===== config.mk =====
export PLATFORM = sky130hd
export DESIGN_NAME = mul_div_unit_flat
export DESIGN_NICKNAME = d
export VERILOG_FILES = /design/src/rtl/mul_div_unit_if.sv /design/src/rtl/mul_div_unit.sv /design/src/flat_wrapper.sv
export SDC_FILE = /design/constraint.sdc
export NUM_CORES = 1
export LEC_CHECK = 0
export CORE_ASPECT_RATIO = 1.25
export CORE_MARGIN = 1.5
export CORE_UTILIZATION = 52
export CTS_BUF_LIST = sky130_fd_sc_hd__clkbuf_8
export DETAILED_ROUTE_END_ITERATION = 16
export GPL_TIMING_DRIVEN = 0
export PLACE_DENSITY = 0.71
export SLEW_MARGIN = 20
export SYNTH_ARGS = -nofsm -noshare
export SYNTH_HDL_FRONTEND = slang
export SYNTH_SLANG_ARGS = --single-unit

===== constraint.sdc =====
create_clock -name clk -period 4.13 [get_ports clk]
set_input_delay 0.413 -clock clk [delete_from_list [all_inputs] [get_ports clk]]
set_output_delay 0.413 -clock clk [all_outputs]
set_load 0.02 [all_outputs]

===== src/rtl/mul_div_unit_if.sv =====
// Start/Busy/Done request bundle between the EX stage and the iterative
// RV32M multiply/divide unit.
interface mul_div_unit_if #(
  parameter int XLEN = 32
);
  logic            Start;
  logic [2:0]      Funct3;
  logic [XLEN-1:0] SrcA;
  logic [XLEN-1:0] SrcB;
  logic            Flush;
  logic            Busy;
  logic            Done;
  logic [XLEN-1:0] Result;

  modport master (
    output Start, Funct3, SrcA, SrcB, Flush,
    input  Busy, Done, Result
  );

  modport slave (
    input  Start, Funct3, SrcA, SrcB, Flush,
    output Busy, Done, Result
  );
endinterface


===== src/rtl/mul_div_unit.sv =====
// Iterative RV32M multiply/divide: radix-2 shift-add multiply and restoring
// divide on magnitudes, one bit per cycle, with sign fixup on the way to DONE.
module mul_div_unit #(
  parameter int XLEN = 32
) (
  input  logic         clk,
  input  logic         reset_n,
  mul_div_unit_if.slave bus
);

  localparam int CW = $clog2(XLEN + 1);

  typedef enum logic [1:0] {IDLE, MUL, DIV, DONE} state_t;

  state_t            state, nextState;
  logic [2:0]        f3;
  logic [XLEN-1:0]   opReg;
  logic [2*XLEN-1:0] acc;
  logic [CW-1:0]     count;
  logic              negRes, negRem;
  logic [XLEN-1:0]   resultReg;

  logic              signedA, signedB, sA, sB;
  logic [XLEN-1:0]   magA, magB;
  logic              divZero, divOvf, fastPath, accept;
  logic [XLEN-1:0]   fastResult;
  logic [XLEN:0]     mulSum, divShift, divTrial;
  logic [2*XLEN-1:0] product;
  logic [XLEN-1:0]   quotient, remainder, finalResult;

  assign bus.Busy   = (state == MUL) || (state == DIV);
  assign bus.Done   = (state == DONE);
  assign bus.Result = resultReg;

  // Operand signedness and the two division corner cases resolved at issue
  always_comb begin
    signedA = 1'b0;
    signedB = 1'b0;
    case (bus.Funct3)
      3'b001, 3'b100, 3'b110: begin
        signedA = 1'b1;
        signedB = 1'b1;
      end
      3'b010:  signedA = 1'b1;
      default: ;
    endcase
  end

  assign sA       = signedA & bus.SrcA[XLEN-1];
  assign sB       = signedB & bus.SrcB[XLEN-1];
  assign magA     = sA ? -bus.SrcA : bus.SrcA;
  assign magB     = sB ? -bus.SrcB : bus.SrcB;
  assign accept   = bus.Start && !bus.Flush;
  assign divZero  = bus.Funct3[2] && (bus.SrcB == '0);
  assign divOvf   = bus.Funct3[2] && !bus.Funct3[0] &&
                    (bus.SrcA == {1'b1, {(XLEN-1){1'b0}}}) && (bus.SrcB == '1);
  assign fastPath = divZero || divOvf;

  // Funct3[1] separates REM from DIV in both corner cases
  always_comb begin
    if (divZero)
      fastResult = bus.Funct3[1] ? bus.SrcA : '1;
    else
      fastResult = bus.Funct3[1] ? '0 : bus.SrcA;
  end

  // acc holds {hi, multiplier} for MUL and {remainder, quotient} for DIV
  assign mulSum   = {1'b0, acc[2*XLEN-1:XLEN]} + (acc[0] ? {1'b0, opReg} : '0);
  assign divShift = acc[2*XLEN-1:XLEN-1];
  assign divTrial = divShift - {1'b0, opReg};

  assign product   = negRes ? -acc : acc;
  assign quotient  = negRes ? -acc[XLEN-1:0] : acc[XLEN-1:0];
  assign remainder = negRem ? -acc[2*XLEN-1:XLEN] : acc[2*XLEN-1:XLEN];

  always_comb begin
    case (f3)
      3'b000:                 finalResult = product[XLEN-1:0];
      3'b001, 3'b010, 3'b011: finalResult = product[2*XLEN-1:XLEN];
      3'b100, 3'b101:         finalResult = quotient;
      default:                finalResult = remainder;
    endcase
  end

  always_ff @(posedge clk or negedge reset_n) begin
    if (!reset_n)
      state <= IDLE;
    else
      state <= nextState;
  end

  always_comb begin
    nextState = state;
    case (state)
      IDLE: begin
        if (accept) begin
          if (fastPath)
            nextState = DONE;
          else
            nextState = bus.Funct3[2] ? DIV : MUL;
        end
      end
      MUL, DIV: begin
        if (bus.Flush)
          nextState = IDLE;
        else if (count == '0)
          nextState = DONE;
      end
      DONE:    nextState = IDLE;
      default: nextState = IDLE;
    endcase
  end

  // Datapath: operands latched at issue, one iteration per cycle after that
  always_ff @(posedge clk or negedge reset_n) begin
    if (!reset_n) begin
      f3        <= '0;
      opReg     <= '0;
      acc       <= '0;
      count     <= '0;
      negRes    <= 1'b0;
      negRem    <= 1'b0;
      resultReg <= '0;
    end else begin
      case (state)
        IDLE: begin
          if (accept) begin
            f3     <= bus.Funct3;
            count  <= CW'(XLEN);
            negRes <= sA ^ sB;
            negRem <= sA;
            acc    <= {{XLEN{1'b0}}, (bus.Funct3[2] ? magA : magB)};
            opReg  <= bus.Funct3[2] ? magB : magA;
            if (fastPath)
              resultReg <= fastResult;
          end
        end
        MUL: begin
          if (!bus.Flush) begin
            if (count != '0) begin
              acc   <= {mulSum, acc[XLEN-1:1]};
              count <= count - 1'b1;
            end else begin
              resultReg <= finalResult;
            end
          end
        end
        DIV: begin
          if (!bus.Flush) begin
            if (count != '0) begin
              if (!divTrial[XLEN])
                acc <= {divTrial[XLEN-1:0], acc[XLEN-2:0], 1'b1};
              else
                acc <= {divShift[XLEN-1:0], acc[XLEN-2:0], 1'b0};
              count <= count - 1'b1;
            end else begin
              resultReg <= finalResult;
            end
          end
        end
        default: ;
      endcase
    end
  end

endmodule


===== src/flat_wrapper.sv =====
// flat-port wrapper written by rule: the top's interface ports become plain ports
module mul_div_unit_flat 
#(
  parameter int XLEN = 32
)
  (clk, reset_n, bus_Start, bus_Funct3, bus_SrcA, bus_SrcB, bus_Flush, bus_Busy, bus_Done, bus_Result);
  mul_div_unit_if #(.XLEN(XLEN)) bus_i ();
  input  logic clk;
  input  logic reset_n;
  input wire logic [$bits(bus_i.Start)-1:0] bus_Start;
  input wire logic [$bits(bus_i.Funct3)-1:0] bus_Funct3;
  input wire logic [$bits(bus_i.SrcA)-1:0] bus_SrcA;
  input wire logic [$bits(bus_i.SrcB)-1:0] bus_SrcB;
  input wire logic [$bits(bus_i.Flush)-1:0] bus_Flush;
  output wire logic [$bits(bus_i.Busy)-1:0] bus_Busy;
  output wire logic [$bits(bus_i.Done)-1:0] bus_Done;
  output wire logic [$bits(bus_i.Result)-1:0] bus_Result;
  assign bus_i.Start = bus_Start;
  assign bus_i.Funct3 = bus_Funct3;
  assign bus_i.SrcA = bus_SrcA;
  assign bus_i.SrcB = bus_SrcB;
  assign bus_i.Flush = bus_Flush;
  assign bus_Busy = bus_i.Busy;
  assign bus_Done = bus_i.Done;
  assign bus_Result = bus_i.Result;
  mul_div_unit #(.XLEN(XLEN)) u_core (.clk(clk), .reset_n(reset_n), .bus(bus_i));
endmodule

==> results.yml, run 1 <==
route:
  wirelength_um: 65800
  drtPass1Iterations: 6
  num_vias: 17000
  antenna_left: 0
  drt-initial-drc-count: 2034
  wire_per_inst_um: 26.1
  drcViolationCount: 0
  via_per_inst: 6.76
setup_path:
  r2r-start: "u_core.acc[31]$_DFFE_PN0P_"
  cpLargestDelayFamily: "compound AO/OA/AOI/OAI gates"
  worstReg2RegEnd: "u_core.acc[40]$_DFFE_PN0P_"
  worst-path-stages: 15
  cp-end-kind: "flip-flop"
  crit_path_end: "u_core.acc[40]$_DFFE_PN0P_"
  path_max_fanout: 10
  reg2reg_depth: 15
  path_class: "reg2reg"
  crit_slowest_cell: "a2111o_1"
  r2r_setup_slack_ns: 0.08
  cp_slowest_stage_delay_ns: 0.51
  path_cells: "inv_1, ha_1, fa_1, nand2b_1, a21o_1, a211o_1, a21o_1, a2111o_1, a31oi_4, buf_4, mux2i_4, buf_4, nor3_1, a311oi_1, nor2_1"
  crit_buf_inv: 3
  critical_path.startpoint: "u_core.acc[31]$_DFFE_PN0P_"
  crit_required_ns: 4.48
  worst_ep_arrival_time_ns: 4.40
  startpoint_type: "flip-flop"
worst_hold_path:
  hp-class: "in2async"
floorplan:
  die_y_um: 194
  fp.dieArea_um2: 30100
  rows: 69
  die-width_um: 155
  io_pins: 105
  fp.coreArea_um2: 28500
  start_util: 0.530
timing:
  worstMarginPinSlew_ns: 1.28
  final-hold-violation-count: 0
  final.min_clock_period_ns: 4.05
  fmax_ghz: 0.247
  drv_slew: 0
  hold_ws_ns: 0.419
  worst_slack_ns: 0.0822
  fin_skew_ns: 0.0232
  min_period_over_period: 0.980
  maxSlewHeadroom: 0.143
  setup_viol: 0
global_routing:
  grt_pass1_wl_um: 97700
  use_met2: 0.692
  track_usage: 0.432
  met1_usage: 0.514
  antenna_found_initial: 2
  grt_start_max_net_pins: 95
  grt_pass1_vias: 16100
  grt_overflow: 0
  busiest_layer: "met2"
  gr-usage-met3: 0.0878
synth:
  synth_mux_area_frac: 0.0328
  syn_avg_cell_area_um2: 7.48
  synth_fa_ha_area_frac: 0.0840
  synthXorXnorAreaFrac: 0.107
  netlist_area_um2: 15100
  seq_area_frac_synth: 0.234
  synthSimpleGateAreaFrac: 0.194
  synth_flop_cell: "dfrtp_1"
  synth_top_family_by_area: "compound AO/OA/AOI/OAI gates"
  synth_edf_count: 0
  synth.net_count: 2168
  ys_ff_latch: 141
  synthCells: 2020
  async_reset_ff_frac: 1.00
  ys_warn_count: 0
  synth-compound-area-share: 0.293
  synth_cell_type_count: 78
place:
  place_congestion: 1.04
  dpl.hpwl_um: 52300
  io_buffers: 103
  dp_slack_ns: -0.409
  post_dp_cell_area_um2: 16600
  dp_cells: 2479
layout:
  fin_cells: 2520
  postLayoutCoreUtil: 0.601
  nets: 2300
  fillers: 2777
  register_area_um2: 3530
  stdcell_area_um2: 17100
  area_delta_synth_final_pct: 13.4
  antennaDiodeCount: 0
  drive_above_1_share: 0.0554
  multi_input_area_um2: 10800
clocking:
  cts_made_buffers: 17
  clockBufferDepth: 2
  cts_tree: "built"
  htree_num_levels: 4
  cts_root_buf: "clkbuf_8"
  path_clk_slew_ns: 0.09
  clk-insertion-delay-late_ns: 0.48
  cts.sinks: 141
power_and_ir_drop:
  leakage_uw: 0.00701
  vdd_drop_max_v: 0.000460
  power.density_nw_per_um2: 939
flow_run:
  cap_violations: 0
run_status:
  outcome: "complete, no violations"
-- power by group --
group | internal (uW) | switching (uW) | total [uW]
logic | 4280 | 7780 | 12100
clock network | 497 | 671 | 1170
registers | 2000 | 858 | 2860
-- registers in the layout (all words and copies together), names as in the netlist --
name	cells
u_core.acc	64
u_core.bus.Result	32
u_core.count	6
u_core.f3	3
u_core.negRem	1
u_core.negRes	1
u_core.opReg	32
u_core.state	2
-- through the flow --
stage / TNS [ns] / total power [uW]
final: 0 / 16100
after global routing: -0.0152 / 16900
after CTS: 0 / 15400
after floorplan: 0 / 10300
after detailed placement: -7.64 / 14100
after global placement: -458.00 / 14000
-- metal layers --
layer	up-vias	wire [um]
met1	8050	24000
met5	-	22
met3	297	6450
met2	1082	29900
met4	4	5500
li1	7594	-
-- worst min path at each step --
stage	start	slack, ns	depth (start not counted)	endpoint
3_5_place_dp	reset_n	0.35	1	u_core.bus.Result[9]$_DFFE_PN0P_
2_1_floorplan	reset_n	0.12	0	u_core.acc[0]$_DFFE_PN0P_
6_report	reset_n	0.42	2	u_core.bus.Result[8]$_DFFE_PN0P_
3_3_place_gp	u_core.opReg[3]$_DFFE_PN0P_	0.46	2	u_core.opReg[3]$_DFFE_PN0P_
5_1_grt	reset_n	0.46	2	u_core.bus.Result[10]$_DFFE_PN0P_
4_1_cts	reset_n	0.43	2	u_core.bus.Result[9]$_DFFE_PN0P_
-- cells by family after synthesis --
family / count (synthesis)
AO/OA/AOI/OAI: 716
AND/OR/NAND/NOR: 607
buffers and inverters: 218
XOR/XNOR: 184
flip-flops: 141
adder cells (fa/ha/maj): 106
multiplexers: 48
-- synth_stat cells (6+ instances only) --
| cell | n | area share |
|---|---|---|
| o22ai_1 | 21 | 0.0087 |
| or2_1 | 6 | 0.0025 |
| o21ai_0 | 196 | 0.065 |
| inv_1 | 79 | 0.020 |
| or2_2 | 8 | 0.0033 |
| and2_1 | 6 | 0.0025 |
| dfrtp_1 | 141 | 0.23 |
| a21oi_1 | 192 | 0.064 |
| nor2_1 | 167 | 0.042 |
| xnor2_1 | 82 | 0.048 |
| a21o_1 | 34 | 0.017 |
| o21ai_1 | 58 | 0.019 |
| o31ai_1 | 27 | 0.013 |
| nor2b_1 | 7 | 0.0029 |
| o21a_1 | 8 | 0.0040 |
| a22o_1 | 6 | 0.0035 |
| clkbuf_1 | 112 | 0.028 |
| and3_1 | 10 | 0.0041 |
| nor3b_1 | 6 | 0.0030 |
| o211ai_1 | 23 | 0.011 |
| mux2_2 | 12 | 0.0089 |
| nand2b_1 | 15 | 0.0062 |
| nand4_1 | 17 | 0.0070 |
| a21boi_0 | 8 | 0.0040 |
| mux2i_1 | 36 | 0.024 |
| buf_2 | 18 | 0.0060 |
| buf_1 | 6 | 0.0015 |
| nand3_1 | 22 | 0.0073 |
| nand2_1 | 210 | 0.052 |
| a31oi_1 | 17 | 0.0070 |
| nor4_1 | 16 | 0.0066 |
| xor2_1 | 102 | 0.059 |
| o221ai_1 | 23 | 0.013 |
| or4_1 | 17 | 0.0084 |
| o41ai_1 | 10 | 0.0058 |
| nor3_1 | 38 | 0.013 |
| ha_1 | 75 | 0.062 |
| a211oi_1 | 14 | 0.0070 |
| or3_4 | 7 | 0.0052 |
| maj3_1 | 29 | 0.019 |
| a221o_1 | 26 | 0.017 |
| a22oi_1 | 14 | 0.0070 |
| or3_1 | 35 | 0.014 |
-- area by class of cell --
cell class | instances | share of cell area
buffer | 138 | 0.0342
clock buffer | 17 | 0.0137
clock inverter | 15 | 0.00869
inverter | 80 | 0.0175
multi-input combinational | 1661 | 0.628
sequential | 141 | 0.206
tap | 355 | 0.0259
timing repair buffer | 113 | 0.0662
-- what timing repair did --
action	in CTS	in global routing
endpoints found under the hold margin	47	0
resized for setup	10	16
setup buffers	1	7
pin swaps	1	7
hold buffers	1	0
setup endpoints to repair	40	23
-- placed cells by master (no fill, tap or decap), drive strengths merged, types with 26 or more instances in the layout --
master           n
a21oi          192
nor2           168
ha              75
mux2i           36
xnor2           82
a221o           26
or3             42
o31ai           29
xor2           102
nor3            38
a21o            34
maj3            29
nand2          210
inv             88
clkdlybuf4s50  102
dfrtp          141
clkbuf         129
buf             36
o21ai          255
Power figures use the tool's default switching activity.
==> inputs of run 2 (changes only) <==
--- a/config.mk
+++ b/config.mk
@@ -12,7 +12,6 @@
 export DETAILED_ROUTE_END_ITERATION = 16
 export GPL_TIMING_DRIVEN = 0
 export PLACE_DENSITY = 0.71
-export SLEW_MARGIN = 20
 export SYNTH_ARGS = -nofsm -noshare
 export SYNTH_HDL_FRONTEND = slang
 export SYNTH_SLANG_ARGS = --single-unit
==> results.yml, run 2 (synthesis gave the netlist of run 1 again) <==
layout:
  fillers: 2742
  drive_above_1_share: 0.0546
  antennaDiodeCount: 0
  regMostFlops: "u_core.acc"
  multi_input_area_um2: 10800
  largest_register_ffs: 64
  register_area_um2: 3530
  area_delta_synth_final_pct: 13.3
  nets: 2297
  postLayoutCoreUtil: 0.601
  final_common_cell: "nand2_1"
  layout_common_cells: "209 x nand2_1, 195 x o21ai_0, 191 x a21oi_1"
route:
  wire_per_inst_um: 26.4
  antenna_left: 0
  drtPass1Iterations: 8
  wirelength_um: 66400
  via_per_inst: 6.76
  drt-initial-drc-count: 2328
  drcViolationCount: 0
  num_vias: 17000
floorplan:
  die_y_um: 194
  fp.coreArea_um2: 28500
  fp.dieArea_um2: 30100
  start_util: 0.530
  die-width_um: 155
  rows: 69
  io_pins: 105
clocking:
  clk-insertion-delay-late_ns: 0.50
  cts_made_buffers: 17
  path_clk_slew_ns: 0.10
  cts_root_buf: "clkbuf_8"
  cts.sinks: 141
  htree_num_levels: 4
  cts_tree: "built"
  clockBufferDepth: 2
setup_path:
  path_max_fanout: 10
  cpLargestDelayFamily: "compound AO/OA/AOI/OAI gates"
  path_class: "reg2reg"
  crit_required_ns: 4.48
  cp_slowest_stage_delay_ns: 0.46
  worst_ep_arrival_time_ns: 4.46
  crit_buf_inv: 2
  crit_slowest_cell: "a2111o_1"
  crit_top_cell: "a21o_1"
  path_cells: "inv_1, ha_1, fa_1, nand2b_1, a21o_1, a211o_1, a21o_1, a2111o_1, a31oi_4, mux2_2, nand2_2, buf_6, mux2i_1, o21ai_2"
  startpoint_type: "flip-flop"
  cp-end-kind: "flip-flop"
timing:
  rsz0062_at_grt: "true"
  setup_viol: 0
  worstMarginPinSlew_ns: 1.41
  tns_ns: 0
  drv_slew: 0
  final-hold-violation-count: 0
  fin_skew_ns: 0.0214
  min_period_over_period: 0.995
  hold_ws_ns: 0.425
  final.min_clock_period_ns: 4.11
  maxSlewHeadroom: 0.0519
  fmax_ghz: 0.243
  worst_slack_ns: 0.0198
global_routing:
  met1_usage: 0.514
  grt_start_max_net_pins: 95
  gr-usage-met3: 0.104
  grt_pass1_wl_um: 97800
  use_met2: 0.681
  track_usage: 0.433
  grt_pass1_vias: 16000
  grt_overflow: 0
  busiest_layer: "met2"
  antenna_found_initial: 1
flow_run:
  cap_violations: 0
worst_hold_path:
  hp-class: "in2async"
place:
  place_congestion: 1.04
  io_buffers: 103
  dp_slack_ns: -0.414
  dpl.hpwl_um: 52400
power_and_ir_drop:
  power.density_nw_per_um2: 940
  leakage_uw: 0.00699
  report.power.total_uw: 16100
  vdd_drop_max_v: 0.000419
run_status:
  outcome: "complete, no violations"
## run 2: cell types whose count changed in the layout (fill, tap and decap cells not counted), moves of 2 or more
cell / change
clkinv_4: +2
clkinv_2: -2
buf_4: -4
clkinv_8: +2
inv_6: -3
## run 2: worst register-to-register path, stage by stage, from the launching register on
cell and delay (ns):
dfrtp_2 0.37, inv_1 0.07, ha_1 0.23, fa_1 0.39
nand2b_1 0.22, a21o_1 0.27, a211o_1 0.32, a21o_1 0.26
a2111o_1 0.46, a31oi_4 0.24, mux2_2 0.41, nand2_2 0.16
buf_6 0.21, mux2i_1 0.24, o21ai_2 0.13
## run 2: layout make-up
class,count,area share
Multi-Input combinational cell,1661,0.629
Tap cell,355,0.0260
Inverter,80,0.0175
Clock inverter,15,0.00885
Clock buffer,17,0.0137
Sequential cell,141,0.206
Timing Repair Buffer,110,0.0647
Buffer,138,0.0342
## run 2: final timing paths
check | slack [ns] | cells past startpoint | start | end
min | 0.42 | 2 | reset_n | u_core.bus.Result[8]$_DFFE_PN0P_
max in group asynchronous | 2.80 | 3 | reset_n | u_core.opReg[2]$_DFFE_PN0P_
max | 0.02 | 14 | u_core.acc[31]$_DFFE_PN0P_ | u_core.acc[57]$_DFFE_PN0P_
min reg2reg | 0.49 | 2 | u_core.bus.Result[18]$_DFFE_PN0P_ | u_core.bus.Result[18]$_DFFE_PN0P_
min in group clk | 0.49 | 2 | u_core.bus.Result[18]$_DFFE_PN0P_ | u_core.bus.Result[18]$_DFFE_PN0P_
max reg2reg | 0.02 | 14 | u_core.acc[31]$_DFFE_PN0P_ | u_core.acc[57]$_DFFE_PN0P_
## run 2: report_power, final
part	total [uW]	internal [uW]	switching, uW	leakage (uW)
Sequential	2860	2000	864	0.00179
Clock	1140	446	697	0.000183
Combinational	12100	4270	7820	0.00502
## run 2: per-layer routing
layer,vias to the layer above,routed length [um]
met5,-,9
met4,2,5980
met3,311,6640
met2,1055,29500
met1,8032,24200
li1,7606,-
## run 2: metrics by stage
step / cells / cell area (um^2)
2_1_floorplan: 2020 / 15100
3_5_place_dp: 2479 / 16600
4_1_cts: 2513 / 17000
5_1_grt: 2517 / 17100
3_3_place_gp: 2478 / 16600
6_report: 2517 / 17100
## run 2: timing repair
action / in CTS / in global routing
pin swaps: 0 / 3
cloned: 0 / 0
gates resized for setup: 10 / 17
setup endpoints to repair: 40 / 27
buffers inserted: 1 / 4
hold buffers: 1 / 0
endpoints found under the hold margin: 47 / 0
